`config.mk`:
```
export PLATFORM = sky130hd
export DESIGN_NAME = cpu_sequencer
export DESIGN_NICKNAME = d
export VERILOG_FILES = /design/src/rtl/cpu_pkg.sv /design/src/rtl/ack_timeout_counter.sv /design/src/rtl/cpu_sequencer.sv
export SDC_FILE = /design/constraint.sdc
export NUM_CORES = 1
export LEC_CHECK = 0
export ABC_AREA = 0
export CELL_PAD_IN_SITES_DETAIL_PLACEMENT = 2
export CELL_PAD_IN_SITES_GLOBAL_PLACEMENT = 2
export CORE_UTILIZATION = 27
export CTS_CLUSTER_SIZE = 20
export DETAILED_ROUTE_END_ITERATION = 16
export GPL_ROUTABILITY_DRIVEN = 0
export PLACE_DENSITY_LB_ADDON = 0.1
export SYNTH_ARGS = -nofsm -noshare
export SYNTH_HDL_FRONTEND = slang
export SYNTH_SLANG_ARGS = --single-unit
```
`constraint.sdc`:
```
create_clock -name clk -period 2.5 [get_ports clk]
set_input_delay 0.5 -clock clk [delete_from_list [all_inputs] [get_ports clk]]
set_output_delay 0.5 -clock clk [all_outputs]
set_load 0.05 [all_outputs]
```
`src/rtl/cpu_pkg.sv`:
```
// Shared definitions for the 8-bit CPU core control path.
// Holds opcode encodings, sequencer state encodings, ALU op codes and
// small decode helpers used by the sequencer.
package cpu_pkg;

   localparam int unsigned OP_W  = 4;
   localparam int unsigned ALU_W = 4;
   localparam int unsigned ST_W  = 3;

   // Opcode map
   localparam logic [OP_W-1:0] OP_NOP  = 4'h0;
   localparam logic [OP_W-1:0] OP_ADD  = 4'h1;
   localparam logic [OP_W-1:0] OP_SUB  = 4'h2;
   localparam logic [OP_W-1:0] OP_AND  = 4'h3;
   localparam logic [OP_W-1:0] OP_OR   = 4'h4;
   localparam logic [OP_W-1:0] OP_XOR  = 4'h5;
   localparam logic [OP_W-1:0] OP_ADDI = 4'h6;
   localparam logic [OP_W-1:0] OP_LD   = 4'h7;
   localparam logic [OP_W-1:0] OP_ST   = 4'h8;
   localparam logic [OP_W-1:0] OP_JMP  = 4'h9;
   localparam logic [OP_W-1:0] OP_BEQZ = 4'hA;
   localparam logic [OP_W-1:0] OP_HLT  = 4'hF;

   // ALU operation codes
   localparam logic [ALU_W-1:0] ALU_NOP = 4'd0;
   localparam logic [ALU_W-1:0] ALU_ADD = 4'd1;
   localparam logic [ALU_W-1:0] ALU_SUB = 4'd2;
   localparam logic [ALU_W-1:0] ALU_AND = 4'd3;
   localparam logic [ALU_W-1:0] ALU_OR  = 4'd4;
   localparam logic [ALU_W-1:0] ALU_XOR = 4'd5;

   // Sequencer states; encoding is visible on state_dbg
   typedef enum logic [ST_W-1:0] {
      S_IDLE      = 3'd0,
      S_FETCH_LO  = 3'd1,
      S_FETCH_HI  = 3'd2,
      S_DECODE    = 3'd3,
      S_EXECUTE   = 3'd4,
      S_MEM       = 3'd5,
      S_WRITEBACK = 3'd6,
      S_HALT      = 3'd7
   } state_t;

   // ALU code driven while an instruction is in EXECUTE/MEM/WRITEBACK
   function automatic logic [ALU_W-1:0] alu_code(input logic [OP_W-1:0] op);
      logic [ALU_W-1:0] code;
      code = ALU_NOP;
      case (op)
         OP_ADD:  code = ALU_ADD;
         OP_SUB:  code = ALU_SUB;
         OP_AND:  code = ALU_AND;
         OP_OR:   code = ALU_OR;
         OP_XOR:  code = ALU_XOR;
         OP_ADDI: code = ALU_ADD;
         OP_LD:   code = ALU_ADD;
         OP_ST:   code = ALU_ADD;
         OP_BEQZ: code = ALU_SUB;
         default: code = ALU_NOP;
      endcase
      return code;
   endfunction

   // Opcodes B..E are unassigned
   function automatic logic is_illegal(input logic [OP_W-1:0] op);
      return (op >= 4'hB) && (op <= 4'hE);
   endfunction

endpackage

```
`src/rtl/ack_timeout_counter.sv`:
```
// Memory-acknowledge watchdog counter.
// Ports: clk, rst (async active-low), clear (sync zero), enable (count up),
// expired (count has reached ACK_TIMEOUT-1).
module ack_timeout_counter #(
   parameter int unsigned ACK_TIMEOUT = 8,
   parameter int unsigned CNT_W       = 4
) (
   input  logic clk,
   input  logic rst,
   input  logic clear,
   input  logic enable,
   output logic expired
);

   generate
      if (ACK_TIMEOUT < 2) begin : g_bad_timeout
         $error("ack_timeout_counter: ACK_TIMEOUT must be >= 2");
      end
      if ((2 ** CNT_W) <= ACK_TIMEOUT) begin : g_bad_width
         $error("ack_timeout_counter: CNT_W too narrow for ACK_TIMEOUT");
      end
   endgenerate

   logic [CNT_W-1:0] count_q;

   // Clear has priority so a fresh request always starts from zero
   always_ff @(posedge clk or negedge rst) begin
      if (!rst) begin
         count_q <= '0;
      end else if (clear) begin
         count_q <= '0;
      end else if (enable) begin
         count_q <= count_q + CNT_W'(1);
      end
   end

   assign expired = (count_q == CNT_W'(ACK_TIMEOUT - 1));

endmodule

```
`src/rtl/cpu_sequencer.sv`:
```
// Multi-cycle control sequencer for the 8-bit CPU core.
// Fetches a 16-bit instruction as two bytes over a req/ack handshake, then
// sequences decode, execute, memory access and register writeback.
// Ports:
//   clk, rst (async active-low), run (continue at instruction boundary)
//   opcode, zero_flag     : from decoder / ALU
//   mem_ack               : memory handshake acknowledge
//   mem_req/read/write    : memory request and qualifiers (Moore)
//   ir_write_lo/hi        : IR byte load strobes
//   pc_en, jump_en        : PC increment / load-target strobes
//   reg_write, alu_op     : register file write strobe, ALU op code
//   halted, fault         : in HALT, sticky fault flag
//   state_dbg             : current state encoding
module cpu_sequencer
   import cpu_pkg::*;
#(
   parameter int unsigned ACK_TIMEOUT = 8,
   parameter int unsigned CNT_W       = 4
) (
   input  logic             clk,
   input  logic             rst,
   input  logic             run,
   input  logic [OP_W-1:0]  opcode,
   input  logic             zero_flag,
   input  logic             mem_ack,
   output logic             mem_req,
   output logic             mem_read,
   output logic             mem_write,
   output logic             ir_write_lo,
   output logic             ir_write_hi,
   output logic             pc_en,
   output logic             jump_en,
   output logic             reg_write,
   output logic [ALU_W-1:0] alu_op,
   output logic             halted,
   output logic             fault,
   output logic [ST_W-1:0]  state_dbg
);

   state_t          state_q;
   state_t          state_d;
   state_t          boundary;
   logic [OP_W-1:0] op_q;
   logic            fault_q;
   logic            fault_set;
   logic            wait_state;
   logic            tmo_clear;
   logic            tmo_en;
   logic            tmo_expired;

   // Counter restarts whenever a new state is entered; it only advances
   // while a request is outstanding without acknowledge.
   assign tmo_clear = (state_d != state_q);
   assign tmo_en    = wait_state & ~mem_ack;

   ack_timeout_counter #(
      .ACK_TIMEOUT (ACK_TIMEOUT),
      .CNT_W       (CNT_W)
   ) u_ack_timeout (
      .clk     (clk),
      .rst     (rst),
      .clear   (tmo_clear),
      .enable  (tmo_en),
      .expired (tmo_expired)
   );

   // State register
   always_ff @(posedge clk or negedge rst) begin
      if (!rst) begin
         state_q <= S_IDLE;
      end else begin
         state_q <= state_d;
      end
   end

   // Opcode is captured in DECODE and held until the instruction retires
   always_ff @(posedge clk or negedge rst) begin
      if (!rst) begin
         op_q    <= OP_NOP;
         fault_q <= 1'b0;
      end else begin
         if (state_q == S_DECODE) begin
            op_q <= opcode;
         end
         if (fault_set) begin
            fault_q <= 1'b1;
         end
      end
   end

   // Next-state and output decode
   always_comb begin
      state_d     = state_q;
      boundary    = run ? S_FETCH_LO : S_IDLE;
      fault_set   = 1'b0;
      wait_state  = 1'b0;
      mem_req     = 1'b0;
      mem_read    = 1'b0;
      mem_write   = 1'b0;
      ir_write_lo = 1'b0;
      ir_write_hi = 1'b0;
      pc_en       = 1'b0;
      jump_en     = 1'b0;
      reg_write   = 1'b0;
      alu_op      = ALU_NOP;
      halted      = 1'b0;

      case (state_q)
         S_IDLE: begin
            if (run) begin
               state_d = S_FETCH_LO;
            end
         end

         S_FETCH_LO: begin
            mem_req    = 1'b1;
            mem_read   = 1'b1;
            wait_state = 1'b1;
            if (mem_ack) begin
               ir_write_lo = 1'b1;
               pc_en       = 1'b1;
               state_d     = S_FETCH_HI;
            end else if (tmo_expired) begin
               fault_set = 1'b1;
               state_d   = S_HALT;
            end
         end

         S_FETCH_HI: begin
            mem_req    = 1'b1;
            mem_read   = 1'b1;
            wait_state = 1'b1;
            if (mem_ack) begin
               ir_write_hi = 1'b1;
               pc_en       = 1'b1;
               state_d     = S_DECODE;
            end else if (tmo_expired) begin
               fault_set = 1'b1;
               state_d   = S_HALT;
            end
         end

         S_DECODE: begin
            if (is_illegal(opcode)) begin
               fault_set = 1'b1;
               state_d   = S_HALT;
            end else if (opcode == OP_HLT) begin
               state_d = S_HALT;
            end else begin
               state_d = S_EXECUTE;
            end
         end

         S_EXECUTE: begin
            alu_op = alu_code(op_q);
            case (op_q)
               OP_ADD, OP_SUB, OP_AND, OP_OR, OP_XOR, OP_ADDI: begin
                  state_d = S_WRITEBACK;
               end
               OP_LD, OP_ST: begin
                  state_d = S_MEM;
               end
               OP_JMP: begin
                  pc_en   = 1'b1;
                  jump_en = 1'b1;
                  state_d = boundary;
               end
               OP_BEQZ: begin
                  pc_en   = zero_flag;
                  jump_en = zero_flag;
                  state_d = boundary;
               end
               default: begin
                  state_d = boundary;
               end
            endcase
         end

         S_MEM: begin
            mem_req    = 1'b1;
            mem_read   = (op_q == OP_LD);
            mem_write  = (op_q == OP_ST);
            alu_op     = alu_code(op_q);
            wait_state = 1'b1;
            if (mem_ack) begin
               state_d = (op_q == OP_LD) ? S_WRITEBACK : boundary;
            end else if (tmo_expired) begin
               fault_set = 1'b1;
               state_d   = S_HALT;
            end
         end

         S_WRITEBACK: begin
            reg_write = 1'b1;
            alu_op    = alu_code(op_q);
            state_d   = boundary;
         end

         S_HALT: begin
            halted = 1'b1;
         end

         default: begin
            state_d = S_IDLE;
         end
      endcase
   end

   assign fault     = fault_q;
   assign state_dbg = state_q;

endmodule

```
==> results_dict.tcl <==
set metrics [dict create \
    dp.cells 188 \
    antennaDiodeCount 0 \
    worst_pin_slew_ns 0.534 \
    drtIter0Drc 42 \
    synth-seq-area-share_pct 31.2 \
    vias_per_cell 5.24 \
    fin_setup_tns_ns 0 \
    n_fill_cell 374 \
    vias 1001 \
    period_share_pct 91.0 \
    final.setup_skew_ns 0.00252 \
    setup_viol_count_final 0 \
    grt_util_all_layers_pct 17.3 \
    synth_ff_type "dfrtp_1" \
    path_clk_slew_ns 0.07 \
    cts_hold_buf 0 \
    layout.cells.non_filler 191 \
    synth-seq-cells 12 \
    fmax_mhz 439 \
    ant_nets 0 \
    firstDrtPassIters 4 \
    r2r_cells 5 \
    place_area_mm2 0.00135 \
    leakage_nw 0.553 \
    multi_input_area_um2 617 \
    min_path_cells 2 \
    first_global_vias 954 \
    cp_max_fo 14 \
    ys_warn_count 0 \
    fp.coreArea_mm2 0.00339 \
    register_area_um2 300 \
    required_ns 2.00 \
    start_kind "flop" \
    start_util_pct 28.4 \
    syn_to_final_growth_pct 42.9 \
    syn_area_per_cell_um2 7.96 \
    dp_hpwl_um 2450 \
    clk_latency_ns 0.26 \
    status "finished, final reports clean" \
    clockBufferDepth 2 \
    cts-root-buf "clkbuf_4" \
    antenna_found_initial 0 \
    grt_pass1_wl_um 4800 \
    synth_fp_nets 131 \
    ys_types 46 \
    die_w_um 61.7 \
    wire_per_inst_um 15.6 \
    cp.buffers_inverters 1 \
    crit_type "flop to primary output" \
    crit_chain "nand2b_1 > nor2_1 > and4_1 > or2_2 > buf_12" \
    cpMaxStageDelayCell "dfrtp_1" \
    grt_max_degree 15 \
    grt_setup_unrepaired "no" \
    slew_viol_final 0 \
    crit_cells 5 \
    cp.arrival_ns 1.78 \
    max-cap-violations 0 \
    setup_ws_ns 0.224 \
    min_period_ns 2.28 \
    synth_edf_count 0 \
    htreeDepth 1 \
    async_flop_share_pct 100 \
    dp_slack_ns 0.115 \
    power_density_mw_per_mm2 1400 \
    rows 21 \
    slew_headroom_pct 64.3 \
    grt_overflow_total 0 \
    cts_made_buffers 3 \
    syn_area_um2 963 \
    cp-end-kind "primary output" \
    final_net_count 157 \
    die_h_um 61.7 \
    postCtsSetupBuffers 0 \
    ir_worst_vdd_mv 0.476 \
    io_buffers 24 \
    p_total_mw 1.93 \
    min-delay-path-class "flop to flop" \
    finalInstanceArea_mm2 0.00138 \
    final_core_util_pct 40.6 \
    drc 0 \
    cts_tree "yes" \
    die-area_mm2 0.00381 \
    critPathTopFamily "simple AND/OR/NAND/NOR gates" \
    hold_viol 0 \
    totalWireLength_um 2980 \
    io_pins 26 \
    layout-drive-gt1-share_pct 23.4 \
    timing.hold.ws_ns 0.507 \
    clkSinkCount 12 \
    cp_slowest_stage_delay_ns 0.54 \
    syn_inst 121 \
]
layout by cell type, fill, tap and decap left out, types with 2 or more instances in the layout:
master           count
nand2_1             14
dfrtp_1             12
clkdlybuf4s50_1     12
nor2_1              11
buf_12               9
buf_4                8
a21oi_1              7
o21ai_0              6
nand2b_1             5
nand3_1              5
nor3_1               5
inv_1                4
o211ai_1             3
clkbuf_4             3
nor3_2               2
or2_2                2
or4_1                2
mux2i_1              2
mux2_2               2
xnor2_1              2
a31oi_1              2
xor2_1               2
flip-flops by register name, summed over array words and instances, names as in the netlist:
signal                 count
u_ack_timeout.count_q      4
fault                      1
op_q                       4
state_dbg                  3
cell usage after synthesis, types with 2 or more instances:
cell      count  share of area, %
nand3_1       5               2.6
nand2_1      14               5.5
o211ai_1      3               2.3
buf_4         3               2.3
nor2_1       11               4.3
dfrtp_1      12                31
xnor2_1       2               1.8
o21ai_0       6               3.1
inv_1         4               1.6
a31oi_1       2               1.3
mux2i_1       2               2.1
or4_1         2               1.6
a21oi_1       7               3.6
or2_2         2               1.3
xor2_1        2               1.8
nor3_1        7               3.6
mux2_2        2               2.3
nand2b_1      5               3.2
clkbuf_1      3               1.2
layer usage:
layer / GRT usage, % / routed length, µm
met5: 0 / 0
met3: 2.07 / 96
met4: 5.08 / 38
met2: 27.6 / 1430
met1: 24.4 / 1420
kinds of logic (layout without fill, tap and decap cells):
| logic type | count (synthesis) | count (layout) | share of synthesized area (%) |
|---|---|---|---|
| AO/OA/AOI/OAI | 29 | 29 | 20.1 |
| XOR/XNOR | 4 | 4 | 3.64 |
| adder cells (fa/ha/maj) | 2 | 2 | 2.34 |
| buffers and inverters | 13 | 37 | 7.14 |
| flip-flops | 12 | 12 | 31.2 |
| multiplexers | 4 | 4 | 4.42 |
| other | 1 | 1 | 0.389 |
| AND/OR/NAND/NOR | 56 | 56 | 30.8 |
cell type report:
class / count / area share, %
clock buffer: 3 / 1.64
timing repair buffer: 29 / 26.2
tap: 46 / 4.18
inverter: 5 / 1.36
multi-input combinational: 96 / 44.8
sequential: 12 / 21.8
worst min-delay path, cell delays in order, from the launching register on:
cell     delay, ns
dfrtp_1       0.35
a31oi_1       0.05
o21ai_0       0.07
power by group:
group	leakage [nW]	internal, mW	switching, mW
Sequential	0.150	0.267	0.206
Clock	0.0138	0.0555	0.0553
Combinational	0.389	0.565	0.785
worst paths after layout:
| check | start | end | slack [ns] |
|---|---|---|---|
| setup / recovery | state_dbg[2]$_DFF_PN0_ | pc_en | 0.22 |
| hold / removal | fault$_DFFE_PN0P_ | fault$_DFFE_PN0P_ | 0.51 |
| setup reg to reg | op_q[0]$_DFFE_PN0P_ | u_ack_timeout.count_q[1]$_DFFE_PN0P_ | 0.47 |
| hold reg to reg | fault$_DFFE_PN0P_ | fault$_DFFE_PN0P_ | 0.51 |
| max in group asynchronous | rst | u_ack_timeout.count_q[3]$_DFFE_PN0P_ | 1.56 |
| min in group asynchronous | rst | state_dbg[0]$_DFF_PN0_ | 0.59 |
what timing repair did:
item | in CTS | in global routing
gates resized for setup | 0 | 1
endpoints found under the setup margin | 0 | 1
endpoints found under the hold margin | 0 | 0
Note: power is estimated with default switching activity, not from simulation.
